$ cat config.mk
export PLATFORM = sky130hd
export DESIGN_NAME = motor_pwm_driver
export DESIGN_NICKNAME = d
export VERILOG_FILES = /design/src/rtl/motor_pkg.sv /design/src/rtl/motor_pwm_channel.sv /design/src/rtl/motor_pwm_driver.sv
export SDC_FILE = /design/constraint.sdc
export NUM_CORES = 1
export LEC_CHECK = 0
export CAP_MARGIN = 20
export CORE_AREA = 2 2 120 93
export CTS_BUF_LIST = sky130_fd_sc_hd__clkbuf_8
export DETAILED_ROUTE_END_ITERATION = 10
export DIE_AREA = 0 0 122 95
export GPL_TIMING_DRIVEN = 0
export PLACE_DENSITY = 0.69
export SYNTH_ARGS = -nofsm -noshare
export SYNTH_HDL_FRONTEND = slang
export SYNTH_HIERARCHICAL = 1
export SYNTH_SLANG_ARGS = --single-unit
$ cat constraint.sdc
create_clock -name clk -period 3.7 [get_ports clk]
set_input_delay 0.925 -clock clk [delete_from_list [all_inputs] [get_ports clk]]
set_output_delay 0.925 -clock clk [all_outputs]
set_load 0.005 [all_outputs]
$ cat src/rtl/motor_pkg.sv
// rtl/motor_pkg.sv - shared types, constants and helpers for the motor PWM driver
package motor_pkg;

  typedef enum logic [1:0] {
    STOP,
    RUN,
    DEAD
  } chan_state_t;

  localparam logic [1:0] DIR_A     = 2'b01;
  localparam logic [1:0] DIR_B     = 2'b10;
  localparam logic [7:0] DUTY_FULL = 8'hFF;

  function automatic logic is_valid_dir(input logic [1:0] pair);
    return (pair == DIR_A) || (pair == DIR_B);
  endfunction

endpackage

$ cat src/rtl/motor_pwm_channel.sv
// rtl/motor_pwm_channel.sv - one H-bridge channel: STOP/RUN/DEAD control, soft-start ramp, PWM compare
module motor_pwm_channel
  import motor_pkg::*;
#(
  parameter int RAMP_STEP   = 16,
  parameter int DEAD_CYCLES = 50000,
  parameter int DEAD_W      = 16
) (
  input  logic       clk,
  input  logic       reset,
  input  logic [7:0] pwm_cnt,
  input  logic       period_start,
  input  logic [1:0] cmd_pair,
  input  logic       cmd_en,
  input  logic [7:0] duty,
  output logic [1:0] pair_nxt,
  output logic       en_nxt,
  output logic       dead_nxt
);

  localparam logic [DEAD_W-1:0] DEAD_LAST = DEAD_W'(DEAD_CYCLES - 1);

  chan_state_t       state, state_n;
  logic [1:0]        dir, dir_n;
  logic [7:0]        duty_cur, duty_n;
  logic [DEAD_W-1:0] dead_cnt, dead_cnt_n;
  logic              cmd_valid;
  logic [8:0]        ramp_sum;

  assign cmd_valid = cmd_en && is_valid_dir(cmd_pair);
  assign ramp_sum  = {1'b0, duty_cur} + 9'(RAMP_STEP);

  always_ff @(posedge clk) begin
    if (reset) begin
      state    <= STOP;
      dir      <= 2'b00;
      duty_cur <= 8'd0;
      dead_cnt <= '0;
    end else begin
      state    <= state_n;
      dir      <= dir_n;
      duty_cur <= duty_n;
      dead_cnt <= dead_cnt_n;
    end
  end

  always_comb begin
    state_n    = state;
    dir_n      = dir;
    duty_n     = duty_cur;
    dead_cnt_n = dead_cnt;
    unique case (state)
      STOP: begin
        duty_n = 8'd0;
        if (cmd_valid) begin
          state_n = RUN;
          dir_n   = cmd_pair;
        end
      end
      RUN: begin
        if (!cmd_valid || (cmd_pair != dir)) begin
          state_n    = DEAD;
          dead_cnt_n = '0;
          duty_n     = 8'd0;
        end else if (duty_cur > duty) begin
          duty_n = duty;
        end else if (period_start && (duty_cur < duty)) begin
          duty_n = (ramp_sum > {1'b0, duty}) ? duty : ramp_sum[7:0];
        end
      end
      DEAD: begin
        duty_n = 8'd0;
        // The command is looked at only on the exit clock.
        if (dead_cnt == DEAD_LAST) begin
          if (cmd_valid) begin
            state_n = RUN;
            dir_n   = cmd_pair;
          end else begin
            state_n = STOP;
          end
        end else begin
          dead_cnt_n = dead_cnt + 1'b1;
        end
      end
      default: state_n = STOP;
    endcase

    // Outputs reflect the state being entered so the top can register them on the same edge.
    pair_nxt = (state_n == RUN) ? dir_n : 2'b00;
    en_nxt   = (state_n == RUN) && ((duty_n == DUTY_FULL) || (pwm_cnt < duty_n));
    dead_nxt = (state_n == DEAD);
  end

endmodule

$ cat src/rtl/motor_pwm_driver.sv
// rtl/motor_pwm_driver.sv - dual H-bridge driver: input/output registers, shared PWM timebase, two channels
module motor_pwm_driver
  import motor_pkg::*;
#(
  parameter int PRESC_DIV   = 4,
  parameter int RAMP_STEP   = 16,
  parameter int DEAD_CYCLES = 50000,
  parameter int DEAD_W      = 16
) (
  input  logic       clk,
  input  logic       reset,
  input  logic [3:0] motor_in,
  input  logic [1:0] motor_en,
  input  logic [7:0] duty,
  output logic [3:0] hb_in,
  output logic [1:0] hb_en,
  output logic [1:0] dead_active
);

  localparam int PW = (PRESC_DIV > 1) ? $clog2(PRESC_DIV) : 1;

  logic [3:0]    motor_r;
  logic [1:0]    en_r;
  logic [7:0]    duty_r;
  logic [PW-1:0] presc, presc_n;
  logic [7:0]    pwm_cnt, pwm_cnt_n;
  logic          tick, period_start;
  logic [1:0]    l_pair, r_pair;
  logic          l_en, r_en, l_dead, r_dead;

  assign tick         = (presc == PW'(PRESC_DIV - 1));
  assign presc_n      = tick ? '0 : presc + 1'b1;
  assign pwm_cnt_n    = tick ? pwm_cnt + 8'd1 : pwm_cnt;
  assign period_start = tick && (pwm_cnt == 8'hFF);

  always_ff @(posedge clk) begin
    if (reset) begin
      motor_r     <= 4'd0;
      en_r        <= 2'd0;
      duty_r      <= 8'd0;
      presc       <= '0;
      pwm_cnt     <= 8'd0;
      hb_in       <= 4'd0;
      hb_en       <= 2'd0;
      dead_active <= 2'd0;
    end else begin
      motor_r     <= motor_in;
      en_r        <= motor_en;
      duty_r      <= duty;
      presc       <= presc_n;
      pwm_cnt     <= pwm_cnt_n;
      hb_in       <= {l_pair, r_pair};
      hb_en       <= {l_en, r_en};
      dead_active <= {l_dead, r_dead};
    end
  end

  // Channels see the counter value being loaded on this edge, matching the registered outputs.
  motor_pwm_channel #(
    .RAMP_STEP  (RAMP_STEP),
    .DEAD_CYCLES(DEAD_CYCLES),
    .DEAD_W     (DEAD_W)
  ) u_left (
    .clk         (clk),
    .reset       (reset),
    .pwm_cnt     (pwm_cnt_n),
    .period_start(period_start),
    .cmd_pair    (motor_r[3:2]),
    .cmd_en      (en_r[1]),
    .duty        (duty_r),
    .pair_nxt    (l_pair),
    .en_nxt      (l_en),
    .dead_nxt    (l_dead)
  );

  motor_pwm_channel #(
    .RAMP_STEP  (RAMP_STEP),
    .DEAD_CYCLES(DEAD_CYCLES),
    .DEAD_W     (DEAD_W)
  ) u_right (
    .clk         (clk),
    .reset       (reset),
    .pwm_cnt     (pwm_cnt_n),
    .period_start(period_start),
    .cmd_pair    (motor_r[1:0]),
    .cmd_en      (en_r[0]),
    .duty        (duty_r),
    .pair_nxt    (r_pair),
    .en_nxt      (r_en),
    .dead_nxt    (r_dead)
  );

endmodule

==> impl_metrics.yaml <==
outcome:
  status: "finished with violations"
  violations: "setup timing"
drt:
  vias: 4379
  ant_nets: 0
  route.detailed.drc: 0
  wl_um: 11900
  routed_via_density: 5.61
  dr.pass1.iters: 5
  drt_iter0_drc: 205
  wl_per_cell_um: 15.2
clocking:
  cts_hold_buf: 0
  clk_latency_ns: 0.36
  h-tree-depth: 3
  cts_root_buf: "clkbuf_8"
  cts_tree: "done"
  clockBufferDepth: 2
  numCtsBuffers: 9
  cts_sinks: 88
  cts.clk_slew.worst_paths_ns: 0.09
place:
  port_buffers: 23
  post-dp-hpwl_um: 8600
  place.gp.congestion: 0.855
  dp.cells: 734
timing:
  timing.slew.headroom_pct: 48.5
  finClkSkew_ns: 0.0102
  rsz0062_at_grt: "true"
  layout_setup_ws_ns: -0.245
  period_share_pct: 107
  post-route-min-period_ns: 3.95
  maxSlewViolCount: 0
  tightest_slew_ns: 0.770
  finalHoldViolCount: 0
  setup_viol: 2
  tns_ns: -0.458
  max_freq_mhz: 253
setup_path:
  path_max_fanout: 7
  cp_num_cells: 17
  timing.rr.start: "u_right/duty_cur[4]"
  path_class: "reg -> reg"
  cp_top_family: "compound AO/OA/AOI/OAI gates"
  crit_chain: "ha_4 -> xor2_1 -> ha_1 -> nand4_1 -> nor4b_4 -> a211oi_2 -> a211oi_4 -> a21oi_2 -> o211ai_1 -> buf_4 -> a2bb2oi_4 -> ha_4 -> and4_4 -> a2111oi_4 -> o31ai_1 -> o22ai_1 -> nor2b_1"
  endpoint_kind: "register"
  r2r-end: "hb_en[0]"
  worstSetupEndpoint: "hb_en[0]"
  critPathLaunchType: "register"
  arrival_ns: 4.25
  cp-startpoint: "u_right/duty_cur[4]"
  critPathRequiredTime_ns: 4.00
  cp_common_cell: "ha_4"
  rr_worst_depth: 17
  rrSetupSlack_ns: -0.25
  slowest_delay_ns: 0.40
  cp_slowest_cell: "a211oi_4"
  path_buf_inv: 1
power:
  powerDensity_mw_per_mm2: 291
  p_leak_nw: 2.42
  ir_worst_vdd_mv: 0.327
yosys:
  synth-edff-count: 0
  syn-num-nets: 629
  avgSynthCellArea_um2: 8.88
  synthesis.area_mm2: 0.00507
  yosys-top-cells-area: "dfxtp_1 (35%), ha_1 (10%), nor2_1 (5.0%), nor2b_1 (4.9%), xor2_1 (3.1%)"
  async_reset_ff_share_pct: 0
  yosysTopAreaCellShare_pct: 34.8
  synth.yosys.seq_area_share_pct: 34.8
  ys_ff_latch: 88
  ys_warn_count: 6
  yosysTopAreaCell: "dfxtp_1"
  synth.distinct_cells: 82
  synth_cells: 571
  synth_ff_type: "dfxtp_1"
finish:
  nets: 693
  drive_gt1_share_pct: 19.8
  layout.cells.non_filler: 780
  syn_to_final_growth_pct: 22.5
  final_cell_mix: "dfxtp_1 (80), nor2_1 (67), nor2b_1 (40), ha_1 (36), nand2_1 (33)"
  final_common_cell: "dfxtp_1"
  antenna_cells: 0
grt:
  grt_max_degree: 20
  grt_pass1_wl_um: 19100
  grt_pass1_vias: 4012
  grt.total_usage_pct: 21.0
  antenna_found_initial: 0
  grt.overflow.total: 0
die:
  die_area_mm2: 0.0116
  core-area_mm2: 0.0105
  num_rows: 33
  die-width_um: 122
  start_util_pct: 48.1
  io_pins: 24
  fp.dieH_um: 95
worst_hold_path:
  hp-class: "reg -> reg"
flow_run:
  cap_violations: 0
==> kinds of logic after synthesis <==
| kind of cell | count (synthesis) | synth area share [%] |
|---|---|---|
| and+or+nand+nor | 245 | 27.3 |
| AOI/OAI and AO/OA | 114 | 17.0 |
| DFF | 88 | 34.8 |
| adders and majority gates | 42 | 10.4 |
| buffers and inverters | 41 | 3.33 |
| xor gates and xnor gates | 35 | 6.05 |
| muxes | 6 | 1.26 |
==> report_power, final <==
| group | internal (mW) | switching [mW] | leakage, nW |
|---|---|---|---|
| registers | 0.960 | 0.0170 | 0.719 |
| logic | 0.0784 | 0.0923 | 1.59 |
| clock network | 0.313 | 0.347 | 0.105 |
| total | 1.35 | 0.456 | 2.42 |
==> metal layers <==
layer | routed length [um] | GRT usage, %
met5 | 0 | 0
met4 | 150 | 6.80
met3 | 524 | 4.35
met2 | 5210 | 30.7
met1 | 6010 | 30.7
==> worst min-delay path by stage <==
| stage | startpoint | endpoint | cells past startpoint |
|---|---|---|---|
| 3_3_place_gp | presc[0] | presc[0] | 1 |
| 3_5_place_dp | presc[0] | presc[0] | 1 |
| 4_1_cts | presc[0] | presc[0] | 1 |
| 2_1_floorplan | presc[0] | presc[0] | 1 |
| 6_report | presc[0] | presc[0] | 1 |
| 5_1_grt | presc[0] | presc[0] | 1 |
==> Yosys cell counts (3+ instances only) <==
cell      instances
a211oi_2          3
a21boi_0          3
a21o_1            8
a21oi_1          25
a22oi_1           4
a31oi_1           5
and2_1            3
and3_1           11
and3b_1           4
and4_1            4
clkbuf_1          8
dfxtp_1          88
ha_1             42
inv_1            26
mux2i_1           3
nand2_1          33
nand2b_1          3
nand3_1          23
nand4_1           8
nand4b_1          7
nor2_1           68
nor2b_1          40
nor3_1            6
nor3b_1           3
nor4bb_1          4
o211ai_1          4
o21a_1            4
o21ai_0          17
o21bai_1          3
o22ai_1           3
o31ai_1           3
o32ai_1           3
or3_1             7
or4b_1            3
xnor2_1          17
xor2_1           18
==> through the flow <==
step | hold slack [ns] | util (%) | setup WS (ns) | area, um^2 | power, mW
global placement | 0.415 | 52.9 | -0.498 | 5570 | 1.15
finish | 0.437 | 59.0 | -0.245 | 6210 | 1.81
floorplan | 0.408 | - | -0.0317 | 5170 | 1.10
CTS | 0.442 | 56.4 | -0.273 | 5940 | 1.81
detailed placement | 0.430 | 52.9 | -0.531 | 5570 | 1.15
global route | 0.477 | 59.0 | -0.504 | 6210 | 1.89
==> area by class of cell <==
class	count	area (um^2)
clock buffer	9	124
tap	140	175
multi-input combinational	442	3420
clock inverter	7	70.1
inverter	28	105
fill	934	4320
buffer	12	60.1
timing repair buffer	54	470
sequential	88	1780
==> flip-flops by register name, indices dropped and copies added, names as in the netlist <==
signal and count:
duty_r 8, u_right/duty_cur 8, dead_active 2, u_right/state 2, presc 2, u_left/duty_cur 8, u_left/dead_cnt 16, hb_en 2
u_right/dir 2, pwm_cnt 8, en_r 2, motor_r 4, u_left/state 2, u_right/dead_cnt 16, hb_in 4, u_left/dir 2
==> what timing repair did <==
action	in CTS	in global routing
gates resized for setup	15	31
endpoints found under the setup margin	2	2
pin swaps	19	31
buffers inserted	15	16
gates cloned	0	0
No activity file was read; power rests on OpenSTA's default activity.
==> patch (config.mk and constraints unchanged) <==
Add an input register stage for `motor_in`, `motor_en` and `duty`, with the module's reset; this delays them by one clock.
--- a/src/rtl/motor_pwm_driver.sv
+++ b/src/rtl/motor_pwm_driver.sv
@@ -18,6 +18,22 @@
 );
 
   localparam int PW = (PRESC_DIV > 1) ? $clog2(PRESC_DIV) : 1;
+
+  logic [3:0] motor_q;
+  logic [1:0] motor_en_q;
+  logic [7:0] duty_q;
+
+  always_ff @(posedge clk) begin
+    if (reset) begin
+      motor_q    <= '0;
+      motor_en_q <= '0;
+      duty_q     <= '0;
+    end else begin
+      motor_q    <= motor_in;
+      motor_en_q <= motor_en;
+      duty_q     <= duty;
+    end
+  end
 
   logic [3:0]    motor_r;
   logic [1:0]    en_r;
@@ -44,9 +60,9 @@
       hb_en       <= 2'd0;
       dead_active <= 2'd0;
     end else begin
-      motor_r     <= motor_in;
-      en_r        <= motor_en;
-      duty_r      <= duty;
+      motor_r     <= motor_q;
+      en_r        <= motor_en_q;
+      duty_r      <= duty_q;
       presc       <= presc_n;
       pwm_cnt     <= pwm_cnt_n;
       hb_in       <= {l_pair, r_pair};
Formal check against the unedited RTL: not equivalent (Yosys sat finds a counterexample within 4 cycles, from zero or initial values and one cycle with reset high).
==> patch against the unedited design <==
Global-route usage is 1.3 points higher. Largest cell class unchanged. Count of clock-buffer cells in the layout grew 1. Sequential cell count is 14 higher. Clock skew rose by 0.0033 ns. Setup slack gained 0.094 ns. Highest routed layer unchanged. Critical path depth up 5. Wire length grew 4.6%. Utilization up 4.1 points. Power is 10% higher. Cell area rose by 6.9%. Die area did not move. Area after synthesis up 7.4%. The run still ends with setup timing left. Sequential power up 16%.
==> patch: results (changes against the unedited design) <==
qor: placed_design.dpl-instance-area 5950 sq um [+6.8%]
qor: worst_setup_path.timing.critical_path.slowest_cell_delay 0.36 ns [-0.04 ns]
qor: cells_and_area.finish.net_count 722 [+4.2%]
qor: drt.detail_route.first_pass.iterations 4 [-1]
qor: pwr.part_of_the_power_in_registers 56.5% [+2.5 points]
qor: status.violations setup timing
qor: sta.setup_viol_count_final 2 [unchanged]
qor: cells_and_area.layout-drive-gt1-share 19.3% [-0.56 points]
qor: pwr.sequential_power 1.13 mW [+16%]
qor: worst_setup_path.worst-r2r-cell-count 22 [+5]
qor: status.outcome complete, but fails checks
qor: logic_synthesis.synth_mux_area_share 1.17% [-0.087 points]
qor: worst_setup_path.timing.critical_path.fanout_max 3 [-4]
qor: drt.routed_wl 12,400 microns [+4.6%]
qor: logic_synthesis.synth_compound_gate_area_share 15.8% [-1.2 points]
qor: drt.initialDrtViolationCount 260 [+27%]
qor: pwr.clock_net_power 0.677 mW [+3%]
qor: drt.avgViaCountPerCell 5.55 [-1.1%]
qor: logic_synthesis.synth_top_cells_by_area sky130_fd_sc_hd__dfxtp_1 38%, sky130_fd_sc_hd__ha_1 9.7%, sky130_fd_sc_hd__nor2b_1 6.2%, sky130_fd_sc_hd__nor2_1 4.7%, sky130_fd_sc_hd__xor2_1 2.9%
qor: sta.fin_ws -0.151 ns [+0.0940 ns]
qor: logic_synthesis.average_cell_area_after_synthesis 9.06 sq um [+2.1%]
qor: drt.detailroute.wirelength.met2 5500 microns [+5.7%]
qor: global_route.first_global_vias 4,305 [+7.3%]
qor: placed_design.placed_cells 764 [+4.1%]
qor: global_route.global_route.usage.met2 33.7% [+3.0 points]
qor: placed_design.post-place-ws -0.437 ns [+0.0934 ns]
qor: hold_path.whs_endpoint duty_r[7]
qor: drt.wl_met3 504 microns [-3.8%]
-- patch: changes by cell type after synthesis, sizes merged --
| cell | delta |
|---|---|
| dfxtp | +14 |
| buf | +3 |
| clkbuf | -1 |
| nor2b | +14 |
-- patch: final cells by class --
class,instances,area share [%]
Buffer,14,1.07
Clock buffer,10,2.07
Clock inverter,6,0.773
Inverter,28,1.58
Multi-Input combinational cell,456,53.6
Sequential cell,102,31.1
Tap cell,140,2.64
Timing Repair Buffer,53,7.10
-- patch: critical path: cells and delay by family, from the launching register on --
family	cells	cell delay (ns)
AOI/OAI and AO/OA	9	1.50
and+or+nand+nor	6	0.70
buffers and inverters	4	0.56
adders and majority gates	2	0.47
DFF	1	0.36
xor gates and xnor gates	1	0.15
-- patch: timing repair --
item	CTS	global route
hold buffers	0	0
gates resized for setup	24	32
setup buffers	22	8
cloned	0	0
pin swaps	28	25
setup endpoints to repair	2	2
